===== config.mk =====
export PLATFORM = sky130hd
export DESIGN_NAME = coco_ram_arbiter
export DESIGN_NICKNAME = d
export VERILOG_FILES = /design/src/rtl/coco_ram_arbiter.sv
export SDC_FILE = /design/constraint.sdc
export NUM_CORES = 1
export LEC_CHECK = 0
export CAP_MARGIN = 40
export CORE_MARGIN = 1.5
export CORE_UTILIZATION = 46
export DETAILED_ROUTE_END_ITERATION = 10
export GPL_TIMING_DRIVEN = 1
export HOLD_SLACK_MARGIN = 0.15
export PLACE_DENSITY = 0.86
export SYNTH_ARGS = -nofsm -noshare
export SYNTH_HDL_FRONTEND = slang
export SYNTH_SLANG_ARGS = --single-unit

===== constraint.sdc =====
create_clock -name clk -period 5.2 [get_ports clk]
set_input_delay 0.78 -clock clk [delete_from_list [all_inputs] [get_ports clk]]
set_output_delay 0.78 -clock clk [all_outputs]
set_load 0.02 [all_outputs]

===== src/rtl/coco_ram_arbiter.sv =====
// Single-port arbiter for the CoCo 64K RAM: VDG > CPU > loader, with loader anti-starvation.
// Optional macro COCO_RAM_WP_EN write-protects the upper half of RAM against CPU writes.
module coco_ram_arbiter #(
    parameter int ADDR_W       = 16,
    parameter int STARVE_LIMIT = 8
) (
    input  logic              clk,
    input  logic              reset,
    input  logic              vdg_req,
    input  logic [ADDR_W-1:0] vdg_addr,
    output logic              vdg_ack,
    output logic [7:0]        vdg_data,
    input  logic              cpu_req,
    input  logic              cpu_we,
    input  logic [ADDR_W-1:0] cpu_addr,
    input  logic [7:0]        cpu_wdata,
    output logic              cpu_ack,
    output logic [7:0]        cpu_rdata,
    input  logic              ld_req,
    input  logic [ADDR_W-1:0] ld_addr,
    input  logic [7:0]        ld_wdata,
    output logic              ld_ack,
    output logic              ram_en,
    output logic              ram_we,
    output logic [ADDR_W-1:0] ram_addr,
    output logic [7:0]        ram_wdata,
    input  logic [7:0]        ram_rdata,
    output logic              busy
);

    typedef enum logic [1:0] {S_IDLE, S_ISSUE, S_COMPLETE} state_t;
    localparam logic [1:0] G_VDG = 2'd0, G_CPU = 2'd1, G_LD = 2'd2;
    localparam logic [7:0] LIMIT = 8'(STARVE_LIMIT);

    state_t            state_q, state_d;
    logic [1:0]        gnt_q, gnt_d;
    logic              wr_q, wr_d;
    logic              ram_en_q, ram_en_d, ram_we_q, ram_we_d;
    logic [ADDR_W-1:0] ram_addr_q, ram_addr_d;
    logic [7:0]        ram_wdata_q, ram_wdata_d;
    logic              vdg_ack_q, vdg_ack_d, cpu_ack_q, cpu_ack_d, ld_ack_q, ld_ack_d;
    logic [7:0]        vdg_data_q, vdg_data_d, cpu_rdata_q, cpu_rdata_d;
    logic [7:0]        starve_q, starve_d;
    logic              busy_q, busy_d;

    logic              win_vld, win_wr, wp_block, promote;
    logic [1:0]        win;
    logic [ADDR_W-1:0] win_addr;
    logic [7:0]        win_wdata;

    // Winner selection; the loader overtakes the CPU once it has been passed over LIMIT times.
    always_comb begin
        promote   = (starve_q == LIMIT);
        win_vld   = 1'b0;
        win       = G_VDG;
        win_wr    = 1'b0;
        win_addr  = vdg_addr;
        win_wdata = 8'h00;
        if (vdg_req) begin
            win_vld = 1'b1;
        end else if (cpu_req && !(promote && ld_req)) begin
            win_vld   = 1'b1;
            win       = G_CPU;
            win_wr    = cpu_we;
            win_addr  = cpu_addr;
            win_wdata = cpu_wdata;
        end else if (ld_req) begin
            win_vld   = 1'b1;
            win       = G_LD;
            win_wr    = 1'b1;
            win_addr  = ld_addr;
            win_wdata = ld_wdata;
        end
`ifdef COCO_RAM_WP_EN
        wp_block = (win == G_CPU) && win_wr && win_addr[ADDR_W-1];
`else
        wp_block = 1'b0;
`endif
    end

    always_comb begin
        state_d     = state_q;
        gnt_d       = gnt_q;
        wr_d        = wr_q;
        ram_en_d    = 1'b0;
        ram_we_d    = 1'b0;
        ram_addr_d  = ram_addr_q;
        ram_wdata_d = ram_wdata_q;
        vdg_ack_d   = 1'b0;
        cpu_ack_d   = 1'b0;
        ld_ack_d    = 1'b0;
        vdg_data_d  = vdg_data_q;
        cpu_rdata_d = cpu_rdata_q;
        starve_d    = starve_q;
        busy_d      = busy_q;
        case (state_q)
            S_IDLE: begin
                if (!ld_req) begin
                    starve_d = 8'd0;
                end else if (win_vld && win == G_LD) begin
                    starve_d = 8'd0;
                end else if (win_vld && starve_q < LIMIT) begin
                    starve_d = starve_q + 8'd1;
                end
                if (win_vld) begin
                    state_d     = S_ISSUE;
                    gnt_d       = win;
                    wr_d        = win_wr;
                    ram_en_d    = 1'b1;
                    ram_we_d    = win_wr && !wp_block;
                    ram_addr_d  = win_addr;
                    ram_wdata_d = win_wdata;
                    busy_d      = 1'b1;
                end
            end
            S_ISSUE: begin
                state_d   = S_COMPLETE;
                vdg_ack_d = (gnt_q == G_VDG);
                cpu_ack_d = (gnt_q == G_CPU);
                ld_ack_d  = (gnt_q == G_LD);
            end
            S_COMPLETE: begin
                state_d = S_IDLE;
                busy_d  = 1'b0;
                if (gnt_q == G_VDG) vdg_data_d = ram_rdata;
                if (gnt_q == G_CPU && !wr_q) cpu_rdata_d = ram_rdata;
            end
            default: begin
                state_d = S_IDLE;
                busy_d  = 1'b0;
            end
        endcase
    end

    always_ff @(posedge clk or negedge reset) begin
        if (!reset) begin
            state_q     <= S_IDLE;
            gnt_q       <= G_VDG;
            wr_q        <= 1'b0;
            ram_en_q    <= 1'b0;
            ram_we_q    <= 1'b0;
            ram_addr_q  <= '0;
            ram_wdata_q <= 8'h00;
            vdg_ack_q   <= 1'b0;
            cpu_ack_q   <= 1'b0;
            ld_ack_q    <= 1'b0;
            vdg_data_q  <= 8'h00;
            cpu_rdata_q <= 8'h00;
            starve_q    <= 8'd0;
            busy_q      <= 1'b0;
        end else begin
            state_q     <= state_d;
            gnt_q       <= gnt_d;
            wr_q        <= wr_d;
            ram_en_q    <= ram_en_d;
            ram_we_q    <= ram_we_d;
            ram_addr_q  <= ram_addr_d;
            ram_wdata_q <= ram_wdata_d;
            vdg_ack_q   <= vdg_ack_d;
            cpu_ack_q   <= cpu_ack_d;
            ld_ack_q    <= ld_ack_d;
            vdg_data_q  <= vdg_data_d;
            cpu_rdata_q <= cpu_rdata_d;
            starve_q    <= starve_d;
            busy_q      <= busy_d;
        end
    end

    // RAM data arrives during COMPLETE, so it is passed through alongside the ack
    // and held in the register from the next cycle on.
    assign vdg_data  = vdg_ack_q ? ram_rdata : vdg_data_q;
    assign cpu_rdata = (cpu_ack_q && !wr_q) ? ram_rdata : cpu_rdata_q;

    assign vdg_ack   = vdg_ack_q;
    assign cpu_ack   = cpu_ack_q;
    assign ld_ack    = ld_ack_q;
    assign ram_en    = ram_en_q;
    assign ram_we    = ram_we_q;
    assign ram_addr  = ram_addr_q;
    assign ram_wdata = ram_wdata_q;
    assign busy      = busy_q;

endmodule


==> results.md <==
* Largest family of logic cells by synthesized area: simple AND/OR/NAND/NOR gates
* Critical path peak fanout at 32
* Ranking of synthesized cells by area: dfrtp_1 (51%), mux2_2 (12%), nand3_1 (5.5%)
* Vias in the first global route at around 2500
* Post-CTS Setup Bufs at 0
* Clock skew at approximately 0.010 ns
* First-pass GRT wire length at 12100 microns
* Average size of a mapped cell at between 10 and 15 sq um
* Worst min path class: register to register
* RSZ-0062 raised after global routing: no
* Largest net degree at the start of global routing at 60
* Post-synthesis sequential area ratio at 51.0%
* CP max stage cell: or2_2
* Pre-CTS WS at approximately 1.8 ns
* Fraction of layout instances using a drive strength above 1 at 18.1%
* GRT overflow at 0
* Final hold vios at 0
* Pwr/cell area at ~530 nW/um^2
* Post-Route WL at ~7600 microns
* Slew margin rel. at a little under half
* FF-to-FF path depth at 5
* Synth Area in Compound Gates at between 10% and 20%
* Syn Inst Count at 260
* Final period util at 60.2%
* Hold_sp: ram_wdata[5]$_DFFE_PN0P_
* Crit-path leading delay family: buffers and inverters
* Worst Path Required at 5.39 ns
* # hold bufs at CTS at 0
* Post-synth EDFFs at 0
* H-tree depth at 3
* Hold path cells at 2
* Area post-placement at ~4200 sq um
* Hold_ws at approximately 0.50 ns
* Diode count at 0
* Via count at around 2500
* Reg area at roughly 1500 sq um
* Final instance area at about 4300 sq um
* Crit Reg-Reg Startpoint: state_q[1]$_DFFE_PN0P_
* CP Cell Sequence: clkdlybuf4s50_1 -> buf_4 -> nor3_1 -> or2_2 -> clkinv_1 -> nor2_1 -> a21oi_1
* Post-synth ARST share at 100%
* FMAX at about 0.32 GHz
* Total power at between 2 and 2.5 mW
* Reg-to-reg setup timing slack at slightly below 3 ns
* Setup violators final at 0
* Synth warn at 0
* Reg clk slew, reported paths at about 0.06 ns
* FP Rows at 28
* Leak at 1.78 nW
* Multi-input gate area at 1310 sq um
* Port Buf Inserts at 123
* Count of cell types in the netlist at 38
* CTS buffer count at 9
* Post-Syn Nets at 340
* Buffers and inverters on the worst path at 3
* Nets at around 460
* Clk buf depth at 2
* Violation count after the first detailed-route iteration at 120
* Mux share of post-synthesis cell area at about an eighth
* R2r endpoint: ram_addr[11]$_DFFE_PN0P_
* CP Data Arrival Time at between 3 and 4 ns
* Setup crit end kind: register
* CTS tree: done
* Fin util at 72.6%
* Post-synthesis adder-cell area fraction at less than 1%
* Clock Tree Root: clkbuf_8
* Final min period at 3.13 ns
* Most used flip-flop cell after synthesis: dfrtp_1
* Clk_lat worst skew at 0.33 ns
* Post-Synth XOR/XNOR Area at 0.303%
* Starting Density at ~48%
* Mapped cell area at 2890 sq um
* Share of the synthesized area in the top cell type at between 50% and 60%
* Worst setup SP type: input port
* Tightest Pin Transition at about 0.79 ns
* Clock sink count at 59
* P&R area growth vs syn at 50.3%
* Crit-path max cell delay at around 0.63 ns
* FF+latch count, synth at just under 60
* DR vias/cell at about 5.5
* Placed cell count at 446
* Worst setup margin at slightly above 2 ns
* Post-synth top area cell: dfrtp_1
* Die area at 6780 sq um
* Post-DRT Antenna Nets at 0
* GPL Wtd Cong at just under 0.8
* Die W at 82.3 microns
* DIE HEIGHT at slightly above 80 microns
* Fillers at 425
* Final cell count without fillers at approximately 460
* Antenna violations before repair at 0
* Outcome: completed
* GRT Total Usage at about a quarter
* DR pass1 iterations at 4
* DRC Markers at 0
* Max-slew violations at 0
* Synth Area in Simple Gates at between 10% and 20%
* Critical setup path kind: input port to register
* Peak supply drop at 329 uV
* TNS Setup at 0 ns
* WL/cell at about 16 microns
* Worst path depth at 7
* Worst Hold End: ram_wdata[5]$_DFFE_PN0P_
* IO Count at 124
* Core area at 5990 sq um
* Max-cap violation count at 0
* Hpwl dp at between 5000 and 6000 microns
* Post-CTS resize count at 0
-- kinds of logic (layout without fill, tap and decap cells) --
family	count (synthesis)	in the layout
and+or+nand+nor	94	94
DFF	59	59
AOI/OAI and AO/OA	48	48
muxes	32	32
buffers and inverters	24	151
adders and majority gates	2	2
xor gates and xnor gates	1	1
-- state kept, by name, indices dropped and copies added (netlist names), 2 cells and up --
name / count
vdg_data_q: 8
ram_addr: 16
gnt_q: 2
state_q: 2
ram_wdata: 8
starve_q: 8
cpu_rdata_q: 8
-- worst register-to-register path: stages, from the launching register on --
cell,delay (ns)
dfrtp_1,0.37
or2_2,0.20
or2_2,0.60
clkinv_1,0.64
nor2_1,0.23
a21oi_1,0.08
-- how the worst max path moves through the flow --
stage	slack [ns]	endpoint	startpoint
floorplan	2.99	ram_addr[10]$_DFFE_PN0P_	cpu_req
global placement	1.89	ram_addr[4]$_DFFE_PN0P_	ld_req
detailed placement	1.76	ram_addr[3]$_DFFE_PN0P_	ld_req
CTS	2.06	cpu_rdata[4]	wr_q$_DFFE_PN0P_
global route	1.78	ram_addr[11]$_DFFE_PN0P_	ld_req
finish	2.07	ram_addr[11]$_DFFE_PN0P_	ld_req
-- routing by layer --
| layer | part of all wire, % | track usage [%] | up-vias | routed length (microns) |
|---|---|---|---|---|
| met5 | 0 | 0 | - | 0 |
| met4 | 1.9 | 12.0 | 0 | 147 |
| met3 | 5.4 | 4.62 | 16 | 408 |
| met2 | 51 | 39.4 | 102 | 3890 |
| met1 | 41 | 30.4 | 1211 | 3150 |
| li1 | - | - | 1207 | - |
-- layout make-up --
cell class              instances  share of cell area [%]
clock buffers                  14                    3.74
flip-flops and latches         59                    33.9
multi-input cells             177                    30.2
well taps                      75                    2.16
inverters                       8                   0.690
clock inverters                 2                   0.230
repair buffers                127                    29.1
-- cell usage in the layout, fill, tap and decap left out, types with 2 or more instances in the layout --
cell type / instances
a221oi_2: 10
inv_1: 7
nor4_1: 2
or2_2: 2
dfrtp_1: 59
a221oi_1: 6
clkbuf_8: 11
a21oi_1: 16
nor2b_1: 5
nor2_1: 21
o21ai_0: 2
nor3_1: 2
nand3_1: 32
nand4_1: 10
mux2_2: 32
nand2_1: 9
clkinv_2: 2
o31ai_1: 4
ha_1: 2
nor3_2: 2
o21a_1: 2
clkdlybuf4s50_1: 122
nand2b_1: 4
clkbuf_1: 3
buf_4: 3
-- cell usage after synthesis (all sizes together) (5+ instances only) --
cell type and instances:
clkbuf 11, buf 5, dfrtp 59, nand3 32
a21oi 17, nand2 9, nor2b 5, inv 7
a221oi 16, nand4 10, nor2 21, mux2 32
-- where the power goes --
group	internal (mW)	switching, mW
Sequential	0.651	0.116
Combinational	0.587	0.593
Clock	0.198	0.164
Total	1.44	0.873
No activity file was read; power rests on OpenSTA's default activity.
